==> src/rtl/bus_arb_pkg.sv <==
// Shared types and constants for the round-robin bus arbiter.
package bus_arb_pkg;

  typedef enum logic {
    ST_IDLE = 1'b0,
    ST_RESP = 1'b1
  } arb_state_e;

  localparam int unsigned DefTimeoutCycles = 255;

  // Index width that stays legal for a single-entry array.
  function automatic int unsigned idx_w(input int unsigned n);
    return (n > 1) ? $clog2(n) : 1;
  endfunction

endpackage

==> src/rtl/bus_rr_arbiter_if.sv <==
// Host, device and address-map signals of the arbiter; slave is the arbiter view.
interface bus_rr_arbiter_if #(
  parameter int unsigned NrHosts      = 3,
  parameter int unsigned NrDevices    = 2,
  parameter int unsigned DataWidth    = 32,
  parameter int unsigned AddressWidth = 32
);

  logic                      host_req_i    [NrHosts];
  logic                      host_gnt_o    [NrHosts];
  logic [AddressWidth-1:0]   host_addr_i   [NrHosts];
  logic                      host_we_i     [NrHosts];
  logic [DataWidth/8-1:0]    host_be_i     [NrHosts];
  logic [DataWidth-1:0]      host_wdata_i  [NrHosts];
  logic                      host_rvalid_o [NrHosts];
  logic [DataWidth-1:0]      host_rdata_o  [NrHosts];
  logic                      host_err_o    [NrHosts];

  logic                      device_req_o    [NrDevices];
  logic [AddressWidth-1:0]   device_addr_o   [NrDevices];
  logic                      device_we_o     [NrDevices];
  logic [DataWidth/8-1:0]    device_be_o     [NrDevices];
  logic [DataWidth-1:0]      device_wdata_o  [NrDevices];
  logic                      device_rvalid_i [NrDevices];
  logic [DataWidth-1:0]      device_rdata_i  [NrDevices];
  logic                      device_err_i    [NrDevices];

  logic [AddressWidth-1:0]   cfg_device_addr_base [NrDevices];
  logic [AddressWidth-1:0]   cfg_device_addr_mask [NrDevices];

  modport slave (
    input  host_req_i, host_addr_i, host_we_i, host_be_i, host_wdata_i,
    output host_gnt_o, host_rvalid_o, host_rdata_o, host_err_o,
    output device_req_o, device_addr_o, device_we_o, device_be_o, device_wdata_o,
    input  device_rvalid_i, device_rdata_i, device_err_i,
    input  cfg_device_addr_base, cfg_device_addr_mask
  );

  modport master (
    output host_req_i, host_addr_i, host_we_i, host_be_i, host_wdata_i,
    input  host_gnt_o, host_rvalid_o, host_rdata_o, host_err_o,
    input  device_req_o, device_addr_o, device_we_o, device_be_o, device_wdata_o,
    output device_rvalid_i, device_rdata_i, device_err_i,
    output cfg_device_addr_base, cfg_device_addr_mask
  );

endinterface

==> src/rtl/bus_rr_pick.sv <==
// Combinational round-robin picker: first requester after last_i, wrapping modulo N.
module bus_rr_pick
  import bus_arb_pkg::*;
#(
  parameter int unsigned N = 3,
  localparam int unsigned IW = idx_w(N)
) (
  input  logic [N-1:0]  req_i,
  input  logic [IW-1:0] last_i,
  output logic          valid_o,
  output logic [IW-1:0] winner_o
);

  always_comb begin
    int unsigned idx;
    idx      = 0;
    valid_o  = 1'b0;
    winner_o = '0;
    for (int unsigned k = 1; k <= N; k++) begin
      idx = 32'(last_i) + k;
      if (idx >= N) idx = idx - N;
      if (!valid_o && req_i[IW'(idx)]) begin
        valid_o  = 1'b1;
        winner_o = IW'(idx);
      end
    end
  end

endmodule

==> src/rtl/bus_rr_arbiter.sv <==
// Multi-host to multi-device bus arbiter: round-robin grant, address decode,
// one outstanding transfer with response pass-through, decode error and timeout.
module bus_rr_arbiter
  import bus_arb_pkg::*;
#(
  parameter int unsigned NrHosts       = 3,
  parameter int unsigned NrDevices     = 2,
  parameter int unsigned DataWidth     = 32,
  parameter int unsigned AddressWidth  = 32,
  parameter int unsigned TimeoutCycles = DefTimeoutCycles
) (
  input  logic clk_i,
  input  logic rst_ni,
  bus_rr_arbiter_if.slave bus
);

  localparam int unsigned HIW = idx_w(NrHosts);
  localparam int unsigned DIW = idx_w(NrDevices);
  localparam int unsigned TCW = $clog2(TimeoutCycles + 1);
  localparam int unsigned BW  = DataWidth / 8;

  arb_state_e r_state, w_state_d;
  logic [HIW-1:0] r_last_grant, r_host;
  logic [DIW-1:0] r_dev;
  logic           r_dec_err;
  logic [TCW-1:0] r_tcnt;

  logic [NrHosts-1:0]      w_req;
  logic                    w_pick_vld;
  logic [HIW-1:0]          w_winner;
  logic [AddressWidth-1:0] w_addr;
  logic                    w_we;
  logic [BW-1:0]           w_be;
  logic [DataWidth-1:0]    w_wdata;
  logic                    w_dec_hit;
  logic [DIW-1:0]          w_dec_dev;
  logic                    w_dev_rvalid, w_dev_err, w_timeout;
  logic [DataWidth-1:0]    w_dev_rdata;

  always_comb begin
    w_req = '0;
    for (int h = 0; h < int'(NrHosts); h++) w_req[h] = bus.host_req_i[h];
  end

  bus_rr_pick #(.N(NrHosts)) u_pick (
    .req_i    (w_req),
    .last_i   (r_last_grant),
    .valid_o  (w_pick_vld),
    .winner_o (w_winner)
  );

  always_comb begin
    w_addr  = '0;
    w_we    = 1'b0;
    w_be    = '0;
    w_wdata = '0;
    for (int h = 0; h < int'(NrHosts); h++) begin
      if (w_winner == HIW'(h)) begin
        w_addr  = bus.host_addr_i[h];
        w_we    = bus.host_we_i[h];
        w_be    = bus.host_be_i[h];
        w_wdata = bus.host_wdata_i[h];
      end
    end
  end

  // First match in ascending order gives the lowest index priority on overlap.
  always_comb begin
    w_dec_hit = 1'b0;
    w_dec_dev = '0;
    for (int d = 0; d < int'(NrDevices); d++) begin
      if (!w_dec_hit &&
          ((w_addr & bus.cfg_device_addr_mask[d]) == bus.cfg_device_addr_base[d])) begin
        w_dec_hit = 1'b1;
        w_dec_dev = DIW'(d);
      end
    end
  end

  always_comb begin
    w_dev_rvalid = 1'b0;
    w_dev_rdata  = '0;
    w_dev_err    = 1'b0;
    for (int d = 0; d < int'(NrDevices); d++) begin
      if (r_dev == DIW'(d)) begin
        w_dev_rvalid = bus.device_rvalid_i[d];
        w_dev_rdata  = bus.device_rdata_i[d];
        w_dev_err    = bus.device_err_i[d];
      end
    end
  end

  // r_tcnt is 0 in the first RESP cycle, so expiry lands TimeoutCycles after the grant.
  assign w_timeout = (r_state == ST_RESP) && !r_dec_err && !w_dev_rvalid &&
                     (r_tcnt == TCW'(TimeoutCycles - 1));

  always_ff @(posedge clk_i) begin
    if (!rst_ni) r_state <= ST_IDLE;
    else         r_state <= w_state_d;
  end

  always_comb begin
    w_state_d = r_state;
    case (r_state)
      ST_IDLE: if (w_pick_vld) w_state_d = ST_RESP;
      ST_RESP: if (r_dec_err || w_dev_rvalid || w_timeout) w_state_d = ST_IDLE;
      default: w_state_d = ST_IDLE;
    endcase
  end

  always_ff @(posedge clk_i) begin
    if (!rst_ni) begin
      r_last_grant <= HIW'(NrHosts - 1);
      r_host       <= '0;
      r_dev        <= '0;
      r_dec_err    <= 1'b0;
      r_tcnt       <= '0;
    end else if (r_state == ST_IDLE) begin
      r_tcnt <= '0;
      if (w_pick_vld) begin
        r_last_grant <= w_winner;
        r_host       <= w_winner;
        r_dev        <= w_dec_dev;
        r_dec_err    <= !w_dec_hit;
      end
    end else begin
      r_tcnt <= r_tcnt + TCW'(1);
    end
  end

  // Outputs are gated by reset so nothing leaks while rst_ni is low.
  always_comb begin
    for (int h = 0; h < int'(NrHosts); h++) begin
      bus.host_gnt_o[h]    = 1'b0;
      bus.host_rvalid_o[h] = 1'b0;
      bus.host_rdata_o[h]  = '0;
      bus.host_err_o[h]    = 1'b0;
    end
    for (int d = 0; d < int'(NrDevices); d++) begin
      bus.device_req_o[d]   = 1'b0;
      bus.device_addr_o[d]  = '0;
      bus.device_we_o[d]    = 1'b0;
      bus.device_be_o[d]    = '0;
      bus.device_wdata_o[d] = '0;
    end
    if (rst_ni) begin
      if (r_state == ST_IDLE && w_pick_vld) begin
        for (int h = 0; h < int'(NrHosts); h++)
          if (w_winner == HIW'(h)) bus.host_gnt_o[h] = 1'b1;
        for (int d = 0; d < int'(NrDevices); d++) begin
          if (w_dec_hit && w_dec_dev == DIW'(d)) begin
            bus.device_req_o[d]   = 1'b1;
            bus.device_addr_o[d]  = w_addr;
            bus.device_we_o[d]    = w_we;
            bus.device_be_o[d]    = w_be;
            bus.device_wdata_o[d] = w_wdata;
          end
        end
      end else if (r_state == ST_RESP) begin
        for (int h = 0; h < int'(NrHosts); h++) begin
          if (r_host == HIW'(h)) begin
            if (r_dec_err || w_timeout) begin
              bus.host_rvalid_o[h] = 1'b1;
              bus.host_err_o[h]    = 1'b1;
            end else if (w_dev_rvalid) begin
              bus.host_rvalid_o[h] = 1'b1;
              bus.host_rdata_o[h]  = w_dev_rdata;
              bus.host_err_o[h]    = w_dev_err;
            end
          end
        end
      end
    end
  end

endmodule
==> src/flat_wrapper.sv <==
// flat-port wrapper written by rule: the top's interface ports become plain ports
module bus_rr_arbiter_flat import bus_arb_pkg::*;
#(
  parameter int unsigned NrHosts       = 3,
  parameter int unsigned NrDevices     = 2,
  parameter int unsigned DataWidth     = 32,
  parameter int unsigned AddressWidth  = 32,
  parameter int unsigned TimeoutCycles = DefTimeoutCycles
)
  (clk_i, rst_ni, bus_host_req_i, bus_host_addr_i, bus_host_we_i, bus_host_be_i, bus_host_wdata_i, bus_host_gnt_o, bus_host_rvalid_o, bus_host_rdata_o, bus_host_err_o, bus_device_req_o, bus_device_addr_o, bus_device_we_o, bus_device_be_o, bus_device_wdata_o, bus_device_rvalid_i, bus_device_rdata_i, bus_device_err_i, bus_cfg_device_addr_base, bus_cfg_device_addr_mask);
  bus_rr_arbiter_if #(.NrHosts(NrHosts), .NrDevices(NrDevices), .DataWidth(DataWidth), .AddressWidth(AddressWidth)) bus_i ();
  input  logic clk_i;
  input  logic rst_ni;
  input wire logic [$bits(bus_i.host_req_i)-1:0] bus_host_req_i;
  input wire logic [$bits(bus_i.host_addr_i)-1:0] bus_host_addr_i;
  input wire logic [$bits(bus_i.host_we_i)-1:0] bus_host_we_i;
  input wire logic [$bits(bus_i.host_be_i)-1:0] bus_host_be_i;
  input wire logic [$bits(bus_i.host_wdata_i)-1:0] bus_host_wdata_i;
  output wire logic [$bits(bus_i.host_gnt_o)-1:0] bus_host_gnt_o;
  output wire logic [$bits(bus_i.host_rvalid_o)-1:0] bus_host_rvalid_o;
  output wire logic [$bits(bus_i.host_rdata_o)-1:0] bus_host_rdata_o;
  output wire logic [$bits(bus_i.host_err_o)-1:0] bus_host_err_o;
  output wire logic [$bits(bus_i.device_req_o)-1:0] bus_device_req_o;
  output wire logic [$bits(bus_i.device_addr_o)-1:0] bus_device_addr_o;
  output wire logic [$bits(bus_i.device_we_o)-1:0] bus_device_we_o;
  output wire logic [$bits(bus_i.device_be_o)-1:0] bus_device_be_o;
  output wire logic [$bits(bus_i.device_wdata_o)-1:0] bus_device_wdata_o;
  input wire logic [$bits(bus_i.device_rvalid_i)-1:0] bus_device_rvalid_i;
  input wire logic [$bits(bus_i.device_rdata_i)-1:0] bus_device_rdata_i;
  input wire logic [$bits(bus_i.device_err_i)-1:0] bus_device_err_i;
  input wire logic [$bits(bus_i.cfg_device_addr_base)-1:0] bus_cfg_device_addr_base;
  input wire logic [$bits(bus_i.cfg_device_addr_mask)-1:0] bus_cfg_device_addr_mask;
  assign bus_i.host_req_i = {>>{bus_host_req_i}};
  assign bus_i.host_addr_i = {>>{bus_host_addr_i}};
  assign bus_i.host_we_i = {>>{bus_host_we_i}};
  assign bus_i.host_be_i = {>>{bus_host_be_i}};
  assign bus_i.host_wdata_i = {>>{bus_host_wdata_i}};
  assign bus_host_gnt_o = {>>{bus_i.host_gnt_o}};
  assign bus_host_rvalid_o = {>>{bus_i.host_rvalid_o}};
  assign bus_host_rdata_o = {>>{bus_i.host_rdata_o}};
  assign bus_host_err_o = {>>{bus_i.host_err_o}};
  assign bus_device_req_o = {>>{bus_i.device_req_o}};
  assign bus_device_addr_o = {>>{bus_i.device_addr_o}};
  assign bus_device_we_o = {>>{bus_i.device_we_o}};
  assign bus_device_be_o = {>>{bus_i.device_be_o}};
  assign bus_device_wdata_o = {>>{bus_i.device_wdata_o}};
  assign bus_i.device_rvalid_i = {>>{bus_device_rvalid_i}};
  assign bus_i.device_rdata_i = {>>{bus_device_rdata_i}};
  assign bus_i.device_err_i = {>>{bus_device_err_i}};
  assign bus_i.cfg_device_addr_base = {>>{bus_cfg_device_addr_base}};
  assign bus_i.cfg_device_addr_mask = {>>{bus_cfg_device_addr_mask}};
  bus_rr_arbiter #(.NrHosts(NrHosts), .NrDevices(NrDevices), .DataWidth(DataWidth), .AddressWidth(AddressWidth), .TimeoutCycles(TimeoutCycles)) u_core (.clk_i(clk_i), .rst_ni(rst_ni), .bus(bus_i));
endmodule
==> config.mk <==
export PLATFORM = sky130hd
export DESIGN_NAME = bus_rr_arbiter_flat
export DESIGN_NICKNAME = d
export VERILOG_FILES = /design/src/rtl/bus_arb_pkg.sv /design/src/rtl/bus_rr_arbiter_if.sv /design/src/rtl/bus_rr_pick.sv /design/src/rtl/bus_rr_arbiter.sv /design/src/flat_wrapper.sv
export SDC_FILE = /design/constraint.sdc
export NUM_CORES = 1
export LEC_CHECK = 0
export CORE_AREA = 3 3 253 255
export DETAILED_ROUTE_END_ITERATION = 16
export DIE_AREA = 0 0 256 258
export SLEW_MARGIN = 20
export SYNTH_ARGS = -nofsm -noshare
export SYNTH_HDL_FRONTEND = slang
export SYNTH_HIERARCHICAL = 1
export SYNTH_SLANG_ARGS = --single-unit
==> constraint.sdc <==
create_clock -name clk_i -period 5.4 [get_ports clk_i]
set_clock_uncertainty 0.05 [all_clocks]
set_input_delay 1.08 -clock clk_i [delete_from_list [all_inputs] [get_ports clk_i]]
set_output_delay 1.08 -clock clk_i [all_outputs]
set_load 0.01 [all_outputs]
==> results of run 1 <==
report_power, final:
part / internal (mW) / leakage, nW / total (mW) / switching (mW)
sequential: 0.122 / 0.115 / 0.141 / 0.0187
clock: 0.112 / 0.0442 / 0.154 / 0.0415
combinational: 1.78 / 6.87 / 3.94 / 2.17
flip-flops by register name, summed over array words and instances (netlist names):
name,count
u_core/r_dec_err,1
u_core/r_dev,1
u_core/r_host,1
u_core/r_last_grant,2
u_core/r_state,1
u_core/r_tcnt,8
layer usage:
| metal | up-vias | wire [um] |
|---|---|---|
| met5 | - | 139 |
| met4 | 22 | 1520 |
| met3 | 95 | 7050 |
| met2 | 816 | 29000 |
| met1 | 5614 | 26800 |
| li1 | 5486 | - |
cell families after synthesis:
logic type | Yosys count | share of synthesized area, %
simple gates | 532 | 44.0
compound gates | 211 | 22.5
buf+inv | 129 | 8.82
mux | 116 | 18.4
flops | 14 | 4.41
xor+xnor | 6 | 0.827
fa+ha+maj | 5 | 0.984
metrics by stage:
| step | power, mW | area [sq um] | worst slack, ns |
|---|---|---|---|
| after floorplan | 1.50 | 6400 | -0.00787 |
| after global placement | 3.35 | 15500 | -1.43 |
| after detailed placement | 3.33 | 15500 | -1.45 |
| after CTS | 4.00 | 16900 | -0.581 |
| after global routing | 4.42 | 18000 | -0.698 |
| final | 4.23 | 18000 | -0.633 |
worst paths after layout:
kind	from	end	slack (ns)	cells after the start
worst max register to register	u_core/r_last_grant[0]$_SDFFE_PN0P_	u_core/r_dev$_SDFFE_PN0P_	0.78	21
worst min register to register	u_core/r_tcnt[0]$_SDFF_PN0_	u_core/r_tcnt[0]$_SDFF_PN0_	0.42	1
worst max-delay path	bus_host_req_i[2]	bus_device_wdata_o[9]	-0.63	20
worst min-delay path	u_core/r_tcnt[0]$_SDFF_PN0_	u_core/r_tcnt[0]$_SDFF_PN0_	0.42	1
cells in the mapped netlist, drive strengths merged (5+ instances only):
cell type / count
nor2: 309
mux2i: 110
a21oi: 68
inv: 65
clkbuf: 39
nand2b: 35
nand3b: 33
nand2: 25
o22ai: 25
buf: 24
nand3: 24
nor4b: 20
nor2b: 19
nor4: 17
a31oi: 16
dfxtp: 14
o21ai: 14
nand4: 13
o2111ai: 11
a2bb2oi: 10
a32oi: 9
o221ai: 8
and3: 7
nor3: 7
a22oi: 6
a41oi: 6
mux2: 6
a221oi: 5
ha: 5
placed cells by master, fill, tap and decap left out, types with 6 or more instances in the layout:
cell type and count:
a21oi_1 65, a31oi_1 14, a32oi_1 8, a41oi_1 6
and3_1 6, buf_12 30, buf_2 45, buf_4 231
buf_6 143, buf_8 15, clkdlybuf4s50_1 509, dfxtp_1 13
inv_1 60, mux2i_1 86, mux2i_2 11, mux2i_4 13
nand2_1 24, nand2b_1 34, nand3_1 23, nand3b_1 33
nand4_1 12, nor2_1 177, nor2_2 39, nor2_4 93
nor2b_1 18, nor3_1 7, nor4_1 11, nor4b_1 14
o2111ai_1 10, o21ai_0 11, o221ai_1 6, o22ai_1 25
worst max-delay path, delay by kind of cell:
kind            cells  cell delay [ns]
buf+inv            10             1.66
compound gates      4             0.77
simple gates        6             1.36
repair_timing:
item | 4_1_cts | 5_1_grt
resized for setup | 777 | 243
pin swaps | 73 | 46
buffers inserted | 83 | 29
cloned | 12 | 1
hold buffers | 0 | 0
endpoints found under the setup margin | 140 | 140
final cells by class:
| cell class | count | area, sq um | area share [%] |
|---|---|---|---|
| clock buffers | 4 | 88.8 | 0.492 |
| diodes | 1 | 2.50 | 0.0139 |
| well taps | 837 | 1050 | 5.80 |
| flip-flops and latches | 14 | 282 | 1.56 |
| multi-input cells | 871 | 6670 | 37.0 |
| inverters | 66 | 251 | 1.39 |
| repair buffers | 982 | 9700 | 53.8 |
==> metrics, run 1 <==
path category of the worst min-delay check reg -> reg; synth warn 6; largest net degree at the start of global routing 40; RSZ-0062 raised after global routing true; Buffers on Ports ~650; Layout area overhead 184%; Syn Area/Cell about 6.3 sq um; synth top area cells mux2i_1 (17%), nor2_1 (14%), nor2_2 (6.7%); Crit. End Element primary output; H-tree Lvls 1; share of layout cells above drive strength 1 a little over a third; syn nets approximately 1400; Post-synth EDFFs 0; FFs w/ async S/R, synth 0%; max incr delay on CP just over 0.4 ns; synth unique cells between 70 and 80; final core occ 29.2%; Cell Count, Final, Fillers Out ~2800; starting density of the core between 10% and 20%; GR Util All Layers between 10% and 20%; drt initial violations about 1100; fill count 6620; Crit path top cell by count buf_8; 1st-pass router iterations 5; slew margin rel. 52.5%; cells along the critical path buf_8, nor4b_4, a21oi_2, a21oi_4, buf_8, bufbuf_16, nand2b_2, buf_4, a41oi_1, a2111oi_4, buf_4, nand4b_1, nor4_4, nand4_4, buf_12, buf_16, buf_8, buf_12, nor2_2, buf_2; met3 Track Usage GR under 10%; Setup CP Type in -> out; critical-path maximum fanout 10; drt wl/cell between 20 and 25 um; root buf cell clkbuf_16; P_leak about 7.0 nW; DP HPWL 52600 um; Post-Place Cells 2667; status finished, violations left; Post-DRT Antenna Nets 0; DR vias approximately 12000; Yosys top cell area share about 17%; first-pass GRT wire length roughly 90000 um; CP startpoint kind input pin; Tcrit/Tclk final 112%; predominant post-synthesis flop cell dfxtp_1; CTS tree done; slew at the pin closest to its max-slew limit ~0.71 ns; CP required 4.27 ns; I/O Pins 653; met1 usage about a quarter; violated checks setup timing; Mapped Cells 1013; Hold Vio Cnt, Final 0; drt drc 0; pwr/cell area roughly 230 nW/um^2; number of synthesized register bits 14; gpl congestion approximately 1; final wirelength between 60000 and 70000 um; TritonCTS buffer count 3; setup_tns -63.03 ns; site row count 91; Skew-Pair Late Insertion Delay roughly 0.24 ns; Slew Limit Fails 0; total clock sinks 14; crit path DAT ~5 ns; Die Y around 260 um; leading area contributor after synthesis mux2i_1; die area ~66000 sq um; Core Box Area approximately 62000 sq um; die width approximately 260 um; initial antenna violation count 12; Worst Slack Setup Final -0.633 ns; final hold slack 0.417 ns; Final nets ~2400; GRT Max-Usage Layer met2; Setup-failing EPs final 140; CTS clock-pin slew for the worst setup and hold paths approximately 0.05 ns; VDD IR max roughly 0.00014 V; maxcap violations 0; Bufs on Longest Clock Path 2; Final min period slightly above 6 ns; vias in the first global route between 10000 and 15000; Congestion Overflow GR 0; met2 Resource Use GR approximately 29%; vias per std cell about 4.3; slowest CP cell nor4_4; sequential element share of the synthesized area around 4.4%; Synth Cell Area 6360 sq um; Fmax achieved ~170 MHz
Note: power is estimated with default switching activity, not from simulation.
==> run 2: changes to the inputs <==
--- a/config.mk
+++ b/config.mk
@@ -8,7 +8,8 @@
 export CORE_AREA = 3 3 253 255
 export DETAILED_ROUTE_END_ITERATION = 16
 export DIE_AREA = 0 0 256 258
-export SLEW_MARGIN = 20
+export SETUP_SLACK_MARGIN = 0.2
+export SLEW_MARGIN = 10
 export SYNTH_ARGS = -nofsm -noshare
 export SYNTH_HDL_FRONTEND = slang
 export SYNTH_HIERARCHICAL = 1
==> run 2 against run 1 <==
  * Via count down 1.2%
  * Maximum frequency grew 2.2%
  * The run still ends with setup timing left
  * Non-clock buffer count shrank 25
  * Sequential cell count is the same
  * Largest power group unchanged
  * Utilization is 2.5 points lower
==> metrics, run 2 (synthesis gave the netlist of run 1 again) <==
max FFs per register 8 (unchanged); final wirelength 61200 um (was 64500 um); root buf cell clkbuf_16 (unchanged); status finished, violations left (unchanged); Final min period 5.90 ns (was 6.03 ns); initial antenna violation count 6 (was 12); Hold Vio Cnt, Final 0 (unchanged); Fmax achieved 169 MHz (was 166 MHz); Die Y 258 um (unchanged); Bufs on Longest Clock Path 2 (unchanged); Tcrit/Tclk final 109% (was 112%); maxcap violations 0 (unchanged); fill count 6852 (was 6620); vias per std cell 4.32 (was 4.34); pwr/cell area 250 nW/um^2 (was 235 nW/um^2); Reg with most FFs u_core/r_tcnt (unchanged); CP required 4.27 ns (about the same); CTS clock-pin slew for the worst setup and hold paths 0.05 ns (about the same); Slew Limit Fails 0 (unchanged); die area 66000 sq um (unchanged); first-pass GRT wire length 83100 um (was 87500 um); gpl congestion 1.01 (was 0.984); Post-DP Area 15700 sq um (was 15500 sq um); I/O Pins 653 (unchanged); Buffers on Ports 652 (unchanged); Core Box Area 61800 sq um (unchanged); Post-DRT Antenna Nets 0 (unchanged); Setup CP Type in -> out (unchanged); Finished Cell Area 16500 sq um (was 18000 sq um); crit path DAT 4.77 ns (was 4.90 ns); slew margin rel. 35.2% (was 52.5%); drt drc 0 (unchanged); CTS Hold Bufs 0 (unchanged); Layout area overhead 160% (was 184%); Congestion Overflow GR 0 (unchanged); largest net degree at the start of global routing 42 (was 40); Final nets 2326 (was 2351); violated checks setup timing (unchanged); DR vias 11900 (was 12000); Post-Place Cells 2693 (was 2667); vias in the first global route 11900 (was 12100); H-tree Lvls 1 (unchanged); die width 256 um (unchanged); Clk pwr share 3.8% (was 3.6%); top flop regs u_core/r_tcnt x8, u_core/r_last_grant x2 (unchanged); Gate power share 92.8% (was 93.1%); drt initial violations 1062 (was 1071); Worst Slack Setup Final -0.503 ns (was -0.633 ns); starting density of the core 10.3% (unchanged); Crit. End Element primary output (unchanged); 1st-pass router iterations 5 (unchanged); slew at the pin closest to its max-slew limit 0.958 ns (was 0.713 ns); net switching power 2.07 mW (was 2.23 mW); drt wl/cell 22.3 um (was 23.2 um); CP startpoint kind input pin (unchanged); most frequent cells in the layout clkdlybuf4s50_1 (509), buf_4 (259), nor2_1 (231) (was clkdlybuf4s50_1 (509), buf_4 (231), nor2_1 (177)); share of layout cells above drive strength 1 31.8% (was 35.8%); sw frac 50.0% (was 52.5%); final hold slack 0.412 ns (was 0.417 ns); P_leak 6.68 nW (was 7.03 nW); site row count 91 (unchanged); Cell Count, Final, Fillers Out 2750 (was 2775); CTS tree done (unchanged); Skew-Pair Late Insertion Delay 0.25 ns (was 0.24 ns); critical-path maximum fanout 9 (was 10); path category of the worst min-delay check reg -> reg (unchanged); Setup-failing EPs final 140 (unchanged); commonest non-fill, non-tap cell in the layout clkdlybuf4s50_1 (unchanged); RSZ-0062 raised after global routing true (unchanged); internal power 2.07 mW (was 2.01 mW); total clock sinks 14 (unchanged); TritonCTS buffer count 3 (unchanged); GR Util All Layers 17.0% (was 17.9%); DP HPWL 51200 um (was 52600 um); VDD IR max 0.0000992 V (was 0.000136 V); sequential share of power 3.4% (was 3.3%)
run 2: cell count changes in the layout (fill, tap and decap cells not counted), sizes merged:
| cell | change |
|---|---|
| inv | +1 |
| dlymetal6s2s | +1 |
| clkinvlp | -1 |
| dlygate4sd2 | +5 |
| clkdlybuf4s15 | +11 |
| buf | -91 |
| clkbuf | +49 |
run 2: final timing paths:
kind | slack (ns) | end | cells past startpoint | start
max | -0.50 | bus_device_be_o[0] | 18 | bus_host_req_i[2]
min | 0.41 | u_core/r_tcnt[0]$_SDFF_PN0_ | 1 | u_core/r_tcnt[0]$_SDFF_PN0_
max reg2reg | 1.15 | u_core/r_dev$_SDFFE_PN0P_ | 21 | u_core/r_last_grant[0]$_SDFFE_PN0P_
min reg2reg | 0.41 | u_core/r_tcnt[0]$_SDFF_PN0_ | 1 | u_core/r_tcnt[0]$_SDFF_PN0_
run 2: worst max-delay path: stages:
cell and delay (ns):
buf_12 0.11, nor4b_4 0.25, o21ai_2 0.10, a21oi_4 0.16
buf_12 0.16, buf_12 0.14, mux2i_4 0.30, nor4b_1 0.10
or4_4 0.53, a311o_1 0.30, or4_4 0.43, nor4_4 0.26
nand4_4 0.15, buf_12 0.20, buf_6 0.14, buf_16 0.14
nor2_4 0.08, buf_6 0.11
run 2: cell type report:
cell class	instances	area (sq um)	share of cell area, %
Timing Repair Buffer	957	8770	53.0
Tap cell	837	1050	6.34
Clock buffer	4	88.8	0.537
Antenna cell	1	2.50	0.0151
Inverter	66	248	1.50
Sequential cell	14	282	1.70
Multi-Input combinational cell	871	6100	36.9
run 2: metrics by stage:
| stage | setup WS (ns) | util [%] | TNS, ns | power (mW) |
|---|---|---|---|---|
| finish | -0.503 | 26.7 | -57.23 | 4.14 |
| CTS | -0.731 | 26.3 | -78.99 | 3.81 |
| detailed placement | -1.76 | 25.4 | -236.08 | 3.35 |
| floorplan | 0.144 | - | 0 | 1.52 |
| global placement | -1.78 | 25.4 | -233.56 | 3.38 |
| global route | -0.578 | 26.7 | -72.11 | 4.33 |
run 2: layer usage:
| metal | track usage [%] | part of all wire (%) |
|---|---|---|
| met3 | 5.99 | 12 |
| met2 | 27.0 | 44 |
| met4 | 3.26 | 2.1 |
| met5 | 0 | 0.11 |
| met1 | 22.2 | 42 |
run 2: power by group through the flow:
stage	registers, mW	logic (mW)	clock network [mW]
5_1_grt	0.141	4.03	0.164
6_report	0.139	3.84	0.157
4_1_cts	0.139	3.51	0.159
2_1_floorplan	0.142	1.38	0
3_5_place_dp	0.140	3.21	0
3_3_place_gp	0.140	3.24	0
run 2: repair_timing:
| action | in CTS | in global routing |
|---|---|---|
| setup endpoints to repair | 141 | 140 |
| cloned | 5 | 6 |
| pin swaps | 25 | 28 |
| buffers inserted | 29 | 12 |
| resized for setup | 411 | 231 |
==> run 3: changes to the inputs <==
--- a/config.mk
+++ b/config.mk
@@ -8,6 +8,8 @@
 export CORE_AREA = 3 3 253 255
 export DETAILED_ROUTE_END_ITERATION = 16
 export DIE_AREA = 0 0 256 258
+export GPL_ROUTABILITY_DRIVEN = 1
+export PLACE_DENSITY_LB_ADDON = 0.15
 export SETUP_SLACK_MARGIN = 0.2
 export SLEW_MARGIN = 10
 export SYNTH_ARGS = -nofsm -noshare
==> run 3 against run 2 <==
  * The run still ends with setup timing left
  * First-iteration DRC count is 22% lower
  * Sequential power hardly changed
  * Global-route usage increased by 1.6 points
  * Combinational power decreased by 3%
  * Die area is the same
  * Sequential cell count stayed put
  * Critical endpoint is now bus_device_addr_o[53]
==> metrics, run 3 (synthesis gave the netlist of run 1 again) <==
sequential share of power 3.5% (was 3.4%); most frequent cells in the layout clkdlybuf4s50_1 (506), buf_4 (233), nor2_1 (205) (was clkdlybuf4s50_1 (509), buf_4 (259), nor2_1 (231)); GRT Max-Usage Layer met2 (unchanged); met3 Track Usage GR 5.67% (was 5.99%); Cell Count, Final, Fillers Out 2731 (was 2750); die width 256 um (unchanged); slew margin rel. 28.1% (was 35.2%); status finished, violations left (unchanged); Post-DRT Antenna Nets 0 (unchanged); Hold Vio Cnt, Final 0 (unchanged); cells along the critical path buf_12, nor4b_4, o21ai_2, a21oi_4, buf_12, buf_12, buf_12, buf_4, mux2i_2, buf_4, nor4b_1, a31oi_1, nand4_1, nor4_2, nand4_1, buf_4, or2_4, buf_12, clkbuf_16, nor2_4, buf_8 (was buf_12, nor4b_4, o21ai_2, a21oi_4, buf_12, buf_12, mux2i_4, nor4b_1, or4_4, a311o_1, or4_4, nor4_4, nand4_4, buf_12, buf_6, buf_16, nor2_4, buf_6); commonest non-fill, non-tap cell in the layout clkdlybuf4s50_1 (unchanged); Core Box Area 61800 sq um (unchanged); I/O Pins 653 (unchanged); Die Y 258 um (unchanged); vias in the first global route 11800 (was 11900); CTS tree done (unchanged); Setup-failing EPs final 140 (unchanged); RSZ-0062 raised after global routing true (unchanged); 1st-pass router iterations 6 (was 5); Setup CP Type in -> out (unchanged); final wirelength 67600 um (was 61200 um); sw frac 53.3% (was 50.0%); initial antenna violation count 9 (was 6); VDD IR max 0.000124 V (was 0.0000992 V); power after layout 4.01 mW (was 4.14 mW); root buf cell clkbuf_16 (unchanged); Clk pwr share 3.4% (was 3.8%); Fmax achieved 170 MHz (was 169 MHz); vias per std cell 4.26 (was 4.32); Final min period 5.89 ns (was 5.90 ns); Reg with most FFs u_core/r_tcnt (unchanged); CTS clock-pin slew for the worst setup and hold paths 0.04 ns (was 0.05 ns); largest net degree at the start of global routing 44 (was 42); P_leak 6.71 nW (was 6.68 nW); violated checks setup timing (unchanged); Top delay family on crit path buffers and inverters (was simple AND/OR/NAND/NOR gates); TritonCTS buffer count 3 (unchanged); net switching power 2.14 mW (was 2.07 mW); internal power 1.87 mW (was 2.07 mW); CP required 4.27 ns (about the same); Crit path top cell by count buf_12 (unchanged); first-pass GRT wire length 89600 um (was 83100 um); drt wl/cell 24.7 um (was 22.3 um); Post-Place Cells 2683 (was 2693); gpl congestion 0.943 (was 1.01); CTS Hold Bufs 0 (unchanged); CP startpoint kind input pin (unchanged); Crit. End Element primary output (unchanged); DR vias 11600 (was 11900); drt drc 0 (unchanged); Congestion Overflow GR 0 (unchanged); Slew Limit Fails 0 (unchanged); met1 usage 22.7% (was 22.2%); drt initial violations 827 (was 1062); path category of the worst min-delay check reg -> reg (unchanged); top flop regs u_core/r_tcnt x8, u_core/r_last_grant x2 (unchanged); pwr/cell area 236 nW/um^2 (was 250 nW/um^2); site row count 91 (unchanged); Skew-Pair Late Insertion Delay 0.24 ns (was 0.25 ns); Layout area overhead 168% (was 160%); post-place setup slack -2.38 ns (was -1.76 ns); R2R Setup Slk 0.74 ns (was 1.15 ns); Tcrit/Tclk final 109% (about the same); maxcap violations 0 (unchanged); max FFs per register 8 (unchanged); Bufs on Longest Clock Path 2 (unchanged); die area 66000 sq um (unchanged); DP HPWL 57800 um (was 51200 um); slowest CP cell mux2i_2 (was or4_4); Final nets 2306 (was 2326); H-tree Lvls 1 (unchanged); crit path DAT 4.76 ns (was 4.77 ns); starting density of the core 10.3% (unchanged); critical-path maximum fanout 7 (was 9); Buffers on Ports 652 (unchanged); GR Util All Layers 18.6% (was 17.0%); met2 Resource Use GR 32.1% (was 27.0%); max incr delay on CP 0.36 ns (was 0.53 ns); Worst Slack Setup Final -0.490 ns (was -0.503 ns); total clock sinks 14 (unchanged); CP bufs+invs 10 (was 7); slew at the pin closest to its max-slew limit 1.06 ns (was 0.958 ns); Gate power share 93.2% (was 92.8%); share of layout cells above drive strength 1 32.4% (was 31.8%)
run 3: cell count changes in the layout (fill, tap and decap cells not counted), sizes merged, moves of 2 or more:
| cell | before | now |
|---|---|---|
| buf | 378 | 420 |
| clkbuf | 54 | 12 |
| clkdlybuf4s15 | 11 | 2 |
| dlygate4sd2 | 7 | 1 |
| clkdlybuf4s50 | 509 | 506 |
| diode | 1 | 3 |
run 3: metrics by stage:
step	TNS, ns	area (sq um)	util [%]	hold slack [ns]
after global routing	-72.20	17000	27.5	0.438
after floorplan	0	6440	-	0.380
after CTS	-52.58	16200	26.2	0.420
after detailed placement	-262.27	15700	25.3	0.409
final	-52.57	17000	27.5	0.410
after global placement	-270.18	15700	25.3	0.396
run 3: power groups by stage:
stage                     combinational [mW]  sequential [mW]  clock [mW]
after floorplan                         1.38            0.142           0
after global placement                  3.32            0.141           0
after detailed placement                3.31            0.141           0
after CTS                               3.61            0.139       0.139
after global routing                    3.94            0.143       0.147
final                                   3.74            0.139       0.134
run 3: path summary, 6_finish.rpt:
path / start / end / cells past startpoint
worst max-delay path: bus_host_req_i[2] / bus_device_addr_o[53] / 21
worst min-delay path: u_core/r_tcnt[0]$_SDFF_PN0_ / u_core/r_tcnt[0]$_SDFF_PN0_ / 1
worst max register to register: u_core/r_last_grant[0]$_SDFFE_PN0P_ / u_core/r_dev$_SDFFE_PN0P_ / 25
worst min register to register: u_core/r_tcnt[0]$_SDFF_PN0_ / u_core/r_tcnt[0]$_SDFF_PN0_ / 1
run 3: final cells by class:
cell class / count / area (sq um)
Fill cell: 6779 / 44800
Timing Repair Buffer: 938 / 8990
Multi-Input combinational cell: 870 / 6360
Tap cell: 837 / 1050
Sequential cell: 14 / 282
Inverter: 66 / 248
Clock buffer: 3 / 75.1
Antenna cell: 3 / 7.51
run 3: routing by layer:
| layer | vias up | share of wire (%) |
|---|---|---|
| li1 | 5403 | - |
| met1 | 5562 | 42 |
| met2 | 589 | 48 |
| met3 | 76 | 8.0 |
| met4 | 10 | 2.1 |
| met5 | - | 0.12 |
run 3: repair_timing:
item	4_1_cts	5_1_grt
setup endpoints to repair	143	140
gates resized for setup	558	287
gates cloned	1	7
pin swaps	22	31
setup buffers	18	16
